<file path="src/rtl/lc3b_types.sv">
// Shared LC-3b datapath types: instruction field widths, opcodes and the
// instruction-queue entry carried between fetch and decode.
package lc3b_types;

    typedef logic [15:0] lc3b_word;
    typedef logic [7:0]  lc3b_byte;
    typedef logic [2:0]  lc3b_reg;
    typedef logic [3:0]  lc3b_offset4;
    typedef logic [4:0]  lc3b_offset5;
    typedef logic [5:0]  lc3b_offset6;
    typedef logic [8:0]  lc3b_offset9;
    typedef logic [10:0] lc3b_offset11;

    typedef enum logic [3:0] {
        OP_BR   = 4'h0,
        OP_ADD  = 4'h1,
        OP_LDB  = 4'h2,
        OP_STB  = 4'h3,
        OP_JSR  = 4'h4,
        OP_AND  = 4'h5,
        OP_LDR  = 4'h6,
        OP_STR  = 4'h7,
        OP_RTI  = 4'h8,
        OP_NOT  = 4'h9,
        OP_LDI  = 4'hA,
        OP_STI  = 4'hB,
        OP_JMP  = 4'hC,
        OP_SHF  = 4'hD,
        OP_LEA  = 4'hE,
        OP_TRAP = 4'hF
    } lc3b_opcode;

    typedef struct packed {
        lc3b_word word;
        lc3b_word pc;
    } lc3b_ir_entry;

    localparam int IRQ_DEFAULT_DEPTH = 4;

endpackage

</file>
<file path="src/rtl/ir_fields.sv">
// Pure combinational slicer splitting an LC-3b instruction word into the
// standard decode fields; reused anywhere decode needs them.
module ir_fields
    import lc3b_types::*;
(
    input  lc3b_word     word,
    output lc3b_opcode   opcode,
    output lc3b_reg      dest,
    output lc3b_reg      src1,
    output lc3b_reg      src2,
    output lc3b_offset4  offset4,
    output lc3b_offset5  offset5,
    output lc3b_offset6  offset6,
    output lc3b_byte     trapvect8,
    output lc3b_offset9  offset9,
    output lc3b_offset11 offset11,
    output logic         d_enable,
    output logic         imm_enable,
    output logic         jsr_enable
);

    assign opcode     = lc3b_opcode'(word[15:12]);
    assign dest       = word[11:9];
    assign src1       = word[8:6];
    assign src2       = word[2:0];
    assign offset4    = word[3:0];
    assign offset5    = word[4:0];
    assign offset6    = word[5:0];
    assign trapvect8  = word[7:0];
    assign offset9    = word[8:0];
    assign offset11   = word[10:0];
    assign d_enable   = word[4];
    assign imm_enable = word[5];
    assign jsr_enable = word[11];

endmodule

</file>
<file path="src/rtl/ir_queue.sv">
// Instruction queue between fetch and decode: a DEPTH-entry circular buffer
// of {word, pc} with valid/ready on both sides and a one-cycle flush.
module ir_queue
    import lc3b_types::*;
#(
    parameter int DEPTH        = IRQ_DEFAULT_DEPTH,
    parameter bit CLEAR_ON_POP = 1'b0
) (
    input  logic                     clk,
    input  logic                     rst_n,
    input  logic                     flush,
    input  logic                     in_valid,
    output logic                     in_ready,
    input  lc3b_word                 in_data,
    input  lc3b_word                 in_pc,
    output logic                     out_valid,
    input  logic                     out_ready,
    output lc3b_word                 out,
    output lc3b_word                 out_pc,
    output logic [$clog2(DEPTH):0]   count,
    output lc3b_opcode               opcode,
    output lc3b_reg                  dest,
    output lc3b_reg                  src1,
    output lc3b_reg                  src2,
    output lc3b_offset4              offset4,
    output lc3b_offset5              offset5,
    output lc3b_offset6              offset6,
    output lc3b_byte                 trapvect8,
    output lc3b_offset9              offset9,
    output lc3b_offset11             offset11,
    output logic                     d_enable,
    output logic                     imm_enable,
    output logic                     jsr_enable
);

    localparam int PW = $clog2(DEPTH);
    localparam int CW = PW + 1;
    localparam logic [PW-1:0] PTR_ONE    = PW'(1'b1);
    localparam logic [CW-1:0] CNT_ONE    = CW'(1'b1);
    localparam logic [CW-1:0] FULL_COUNT = CW'(DEPTH);

    lc3b_ir_entry    mem_r [DEPTH];
    logic [PW-1:0]   wptr_r;
    logic [PW-1:0]   rptr_r;
    logic [CW-1:0]   count_r;
    logic [CW-1:0]   count_nxt_s;
    logic            in_ready_s;
    logic            out_valid_s;
    logic            push_s;
    logic            pop_s;
    lc3b_ir_entry    head_s;

    // Handshake status depends only on the registered occupancy.
    assign in_ready_s  = (count_r < FULL_COUNT);
    assign out_valid_s = (count_r != {CW{1'b0}});
    assign push_s      = in_valid && in_ready_s;
    assign pop_s       = out_valid_s && out_ready;
    assign head_s      = mem_r[rptr_r];

    // Occupancy update for the four push/pop combinations.
    always_comb begin
        count_nxt_s = count_r;
        case ({push_s, pop_s})
            2'b10:   count_nxt_s = count_r + CNT_ONE;
            2'b01:   count_nxt_s = count_r - CNT_ONE;
            default: count_nxt_s = count_r;
        endcase
    end

    // Pointer and count registers; flush overrides any handshake in its cycle.
    always_ff @(posedge clk or negedge rst_n) begin
        if (!rst_n) begin
            wptr_r  <= {PW{1'b0}};
            rptr_r  <= {PW{1'b0}};
            count_r <= {CW{1'b0}};
        end else if (flush) begin
            wptr_r  <= {PW{1'b0}};
            rptr_r  <= {PW{1'b0}};
            count_r <= {CW{1'b0}};
        end else begin
            if (push_s) wptr_r <= wptr_r + PTR_ONE;
            if (pop_s)  rptr_r <= rptr_r + PTR_ONE;
            count_r <= count_nxt_s;
        end
    end

    // Entry storage; push and pop never target the same slot in one cycle.
    always_ff @(posedge clk or negedge rst_n) begin
        if (!rst_n) begin
            for (int i = 0; i < DEPTH; i++) mem_r[i] <= '0;
        end else if (!flush) begin
            if (push_s) mem_r[wptr_r] <= '{word: in_data, pc: in_pc};
            if (CLEAR_ON_POP && pop_s) mem_r[rptr_r] <= '0;
        end
    end

    assign in_ready  = in_ready_s;
    assign out_valid = out_valid_s;
    assign count     = count_r;
    assign out       = head_s.word;
    assign out_pc    = head_s.pc;

    ir_fields u_fields (
        .word       (head_s.word),
        .opcode     (opcode),
        .dest       (dest),
        .src1       (src1),
        .src2       (src2),
        .offset4    (offset4),
        .offset5    (offset5),
        .offset6    (offset6),
        .trapvect8  (trapvect8),
        .offset9    (offset9),
        .offset11   (offset11),
        .d_enable   (d_enable),
        .imm_enable (imm_enable),
        .jsr_enable (jsr_enable)
    );

endmodule
</file>
<file path="config.mk">
export PLATFORM = sky130hd
export DESIGN_NAME = ir_queue
export DESIGN_NICKNAME = d
export VERILOG_FILES = /design/src/rtl/lc3b_types.sv /design/src/rtl/ir_fields.sv /design/src/rtl/ir_queue.sv
export SDC_FILE = /design/constraint.sdc
export NUM_CORES = 1
export LEC_CHECK = 0
export BUFFER_PORTS_ARGS = -buffer_cell sky130_fd_sc_hd__buf_4
export CAP_MARGIN = 25
export CORE_AREA = 5 5 116 118
export CTS_CLUSTER_DIAMETER = 80
export CTS_CLUSTER_SIZE = 12
export DETAILED_ROUTE_END_ITERATION = 8
export DIE_AREA = 0 0 121 123
export MAX_ROUTING_LAYER = met4
export PLACE_DENSITY = 0.78
export SLEW_MARGIN = 20
export SYNTH_ARGS = -nofsm -noshare
export SYNTH_HDL_FRONTEND = slang
export SYNTH_SLANG_ARGS = --single-unit
export TNS_END_PERCENT = 1
</file>
<file path="constraint.sdc">
create_clock -name clk -period 2.67 [get_ports clk]
set_clock_uncertainty 0.2 [all_clocks]
set_input_delay 0.534 -clock clk [delete_from_list [all_inputs] [get_ports clk]]
set_output_delay 0.534 -clock clk [all_outputs]
set_load 0.02 [all_outputs]
</file>
==> results.json <==
{
  "clkTransAtPathRegs_ns": 0.06,
  "holdCritPathClass": "in -> reg",
  "total_power_mw": 8.55,
  "rows": 41,
  "synth.distinct_cells": 33,
  "avgSynthCellArea_sq_um": 15.2,
  "critPathMaxFanout": 12,
  "setup_viol": 0,
  "die_w_um": 121,
  "worstSetupStartpointType": "flip-flop",
  "grt_pass1_vias": 4091,
  "grt_max_degree": 56,
  "power_density_mw_per_mm2": 1070,
  "cp-startpoint": "rptr_r[0]",
  "whs_ns": 0.164,
  "grt_usage_pct": 19.2,
  "cts-root-buf": "clkbuf_16",
  "ys_ff_latch": 135,
  "fin_crit_sh_pct": 96.2,
  "synthesis.nets": 473,
  "dr_total_vias": 3729,
  "clockBufferDepth": 2,
  "p_leak_nw": 3.64,
  "crit_slowest_cell": "mux4_2",
  "status": "finished clean",
  "drtIter0Drc": 198,
  "synthCells": 431,
  "worstPathArrival_ns": 1.83,
  "relSlewSlack_pct": 57.4,
  "internal_power_mw": 5.95,
  "antenna_cells": 0,
  "synth_area_leaders": "dfrtp_1, mux2_2, mux4_2, buf_4, buf_6",
  "netlist_area_sq_mm": 0.00657,
  "vias_per_cell": 5.34,
  "switchingPower_mw": 2.60,
  "peakVddDrop_mv": 0.584,
  "r2r_start": "count[1]",
  "die_y_um": 123,
  "core_sq_mm": 0.0124,
  "crit_top_cell": "buf_4",
  "ioPinCount": 133,
  "period_needed_ns": 2.57,
  "cts_num_sinks": 135,
  "synth_area_leader_cell": "dfrtp_1",
  "yosysSeqAreaShare_pct": 51.4,
  "max_cap_violations": 0,
  "drt-pass1-iter-count": 4,
  "gp_congestion": 0.790,
  "dieArea_sq_mm": 0.0149,
  "overflow": 0,
  "swShare_pct": 30.4,
  "worstPathCellList": "buf_4, mux4_2, buf_4",
  "dp_hpwl_um": 8630,
  "cts_tree": "yes",
  "r2r_slack_ns": 0.27,
  "grt_pass1_wl_um": 21300,
  "yosysTopAreaCellShare_pct": 51.4,
  "cts_buffers": 17,
  "rsz0062_at_grt": "false",
  "tightest_slew_ns": 0.639,
  "post-route-drc-count": 0,
  "fin_nets": 556,
  "min_from": "in_pc[1]",
  "yosys_warnings": 0,
  "clk_latency_ns": 0.41,
  "tns_ns": 0,
  "area.growth.synth_to_final_pct": 21.3,
  "comb_power_share_pct": 35.2,
  "critical_path_class": "reg -> out",
  "layout_common_cells": "buf_4, dfrtp_1, mux2_2, mux4_2, clkbuf_16",
  "antenna_found_initial": 0,
  "crit_family": "multiplexers",
  "wl_um": 13000,
  "io_buffers": 132,
  "worst-endpoint-required_ns": 1.94,
  "slowest_delay_ns": 0.58,
  "end_kind": "output pin",
  "hold_violations": 0,
  "path_buf_inv": 2,
  "clkPwrFrac_pct": 29.0,
  "wire_per_inst_um": 18.6,
  "cts_max_level": 4,
  "seqPwrFrac_pct": 35.8,
  "final_max_slew_viol_count": 0,
  "fmaxAchievable_ghz": 0.389,
  "final_common_cell": "buf_4",
  "cts_setup_buffers": 0,
  "ant_nets": 0,
  "drive_above_1_share_pct": 63.9,
  "start_util_pct": 53.2
}
==> logic make-up (layout without fill, tap and decap cells) <==
family	Yosys count	in the layout	share of synthesized area [%]
adder cells (fa/ha/maj)	5	5	1.07
buffers and inverters	90	185	9.94
flip-flops	135	135	51.4
AND/OR/NAND/NOR	21	21	2.47
AO/OA/AOI/OAI	16	16	1.68
multiplexers	161	161	33.0
XOR/XNOR	3	3	0.400
==> worst register-to-register path: cells and delay by family, from the launching register on <==
kind	cells	cell delay, ns
compound gates	4	0.83
fa+ha+maj	1	0.40
flops	1	0.50
simple gates	1	0.38
==> power groups by stage <==
stage / clock network (mW) / logic (mW) / registers [mW]
2_1_floorplan: 0 / 2.42 / 2.98
3_3_place_gp: 0 / 2.98 / 3.04
3_5_place_dp: 0 / 3.05 / 3.10
4_1_cts: 2.52 / 3.05 / 3.07
5_1_grt: 2.62 / 3.21 / 3.15
6_report: 2.48 / 3.00 / 3.06
==> through the flow <==
stage | cells | instance area (sq um) | setup WS (ns) | utilization, %
6_report | 698 | 7970 | 0.101 | 64.5
2_1_floorplan | 431 | 6570 | 0.275 | -
3_3_place_gp | 666 | 7330 | 0.354 | 59.3
5_1_grt | 698 | 7970 | 0.00273 | 64.5
3_5_place_dp | 666 | 7330 | 0.308 | 59.3
4_1_cts | 698 | 7970 | 0.0178 | 64.5
==> layer usage <==
metal  routed length, um  track usage [%]
met5                   0                -
met1                5560             23.4
met4                 230             7.51
met2                6430             31.2
met3                 758             4.67
==> area by class of cell <==
| class | instances | area [sq um] |
|---|---|---|
| Clock buffer | 23 | 488 |
| Clock inverter | 8 | 144 |
| Fill cell | 904 | 4390 |
| Inverter | 5 | 18.8 |
| Multi-Input combinational cell | 206 | 2540 |
| Sequential cell | 135 | 3380 |
| Tap cell | 172 | 215 |
| Timing Repair Buffer | 149 | 1190 |
==> what timing repair did <==
item | CTS | global route
hold endpoints to repair | 33 | 0
hold buffers | 1 | 0
resized for setup | 0 | 1
setup endpoints to repair | 0 | 31
==> sequential cells by signal, summed over array words and instances, names as in the netlist <==
signal	flops
wptr_r	2
mem_r	128
rptr_r	2
count	3
==> worst paths after layout <==
path                               end  depth (start not counted)
max                        offset11[9]                          3
min                          mem_r[97]                          2
max reg2reg                   count[2]                          6
min reg2reg                  mem_r[79]                          1
max in group asynchronous   mem_r[107]                          3
min in group asynchronous     mem_r[4]                          2
==> synthesized netlist by cell type <==
cell type	number
dfrtp_1	135
mux2_2	121
buf_4	62
mux4_2	32
buf_6	10
clkbuf_1	7
mux2_1	7
nor2_1	7
buf_2	6
a21oi_1	5
inv_1	5
ha_1	4
nor3b_4	4
nand2_1	3
nand2b_1	3
o21ai_0	2
xor2_1	2
a21boi_0	1
a221oi_1	1
a2bb2oi_1	1
and3b_1	1
fa_1	1
mux2i_1	1
nand3b_1	1
o211a_1	1
o221ai_1	1
o22ai_1	1
o311ai_0	1
o31a_1	1
o31ai_1	1
or3_1	1
or3b_2	1
xnor2_1	1
(Power assumes the default switching activity.)
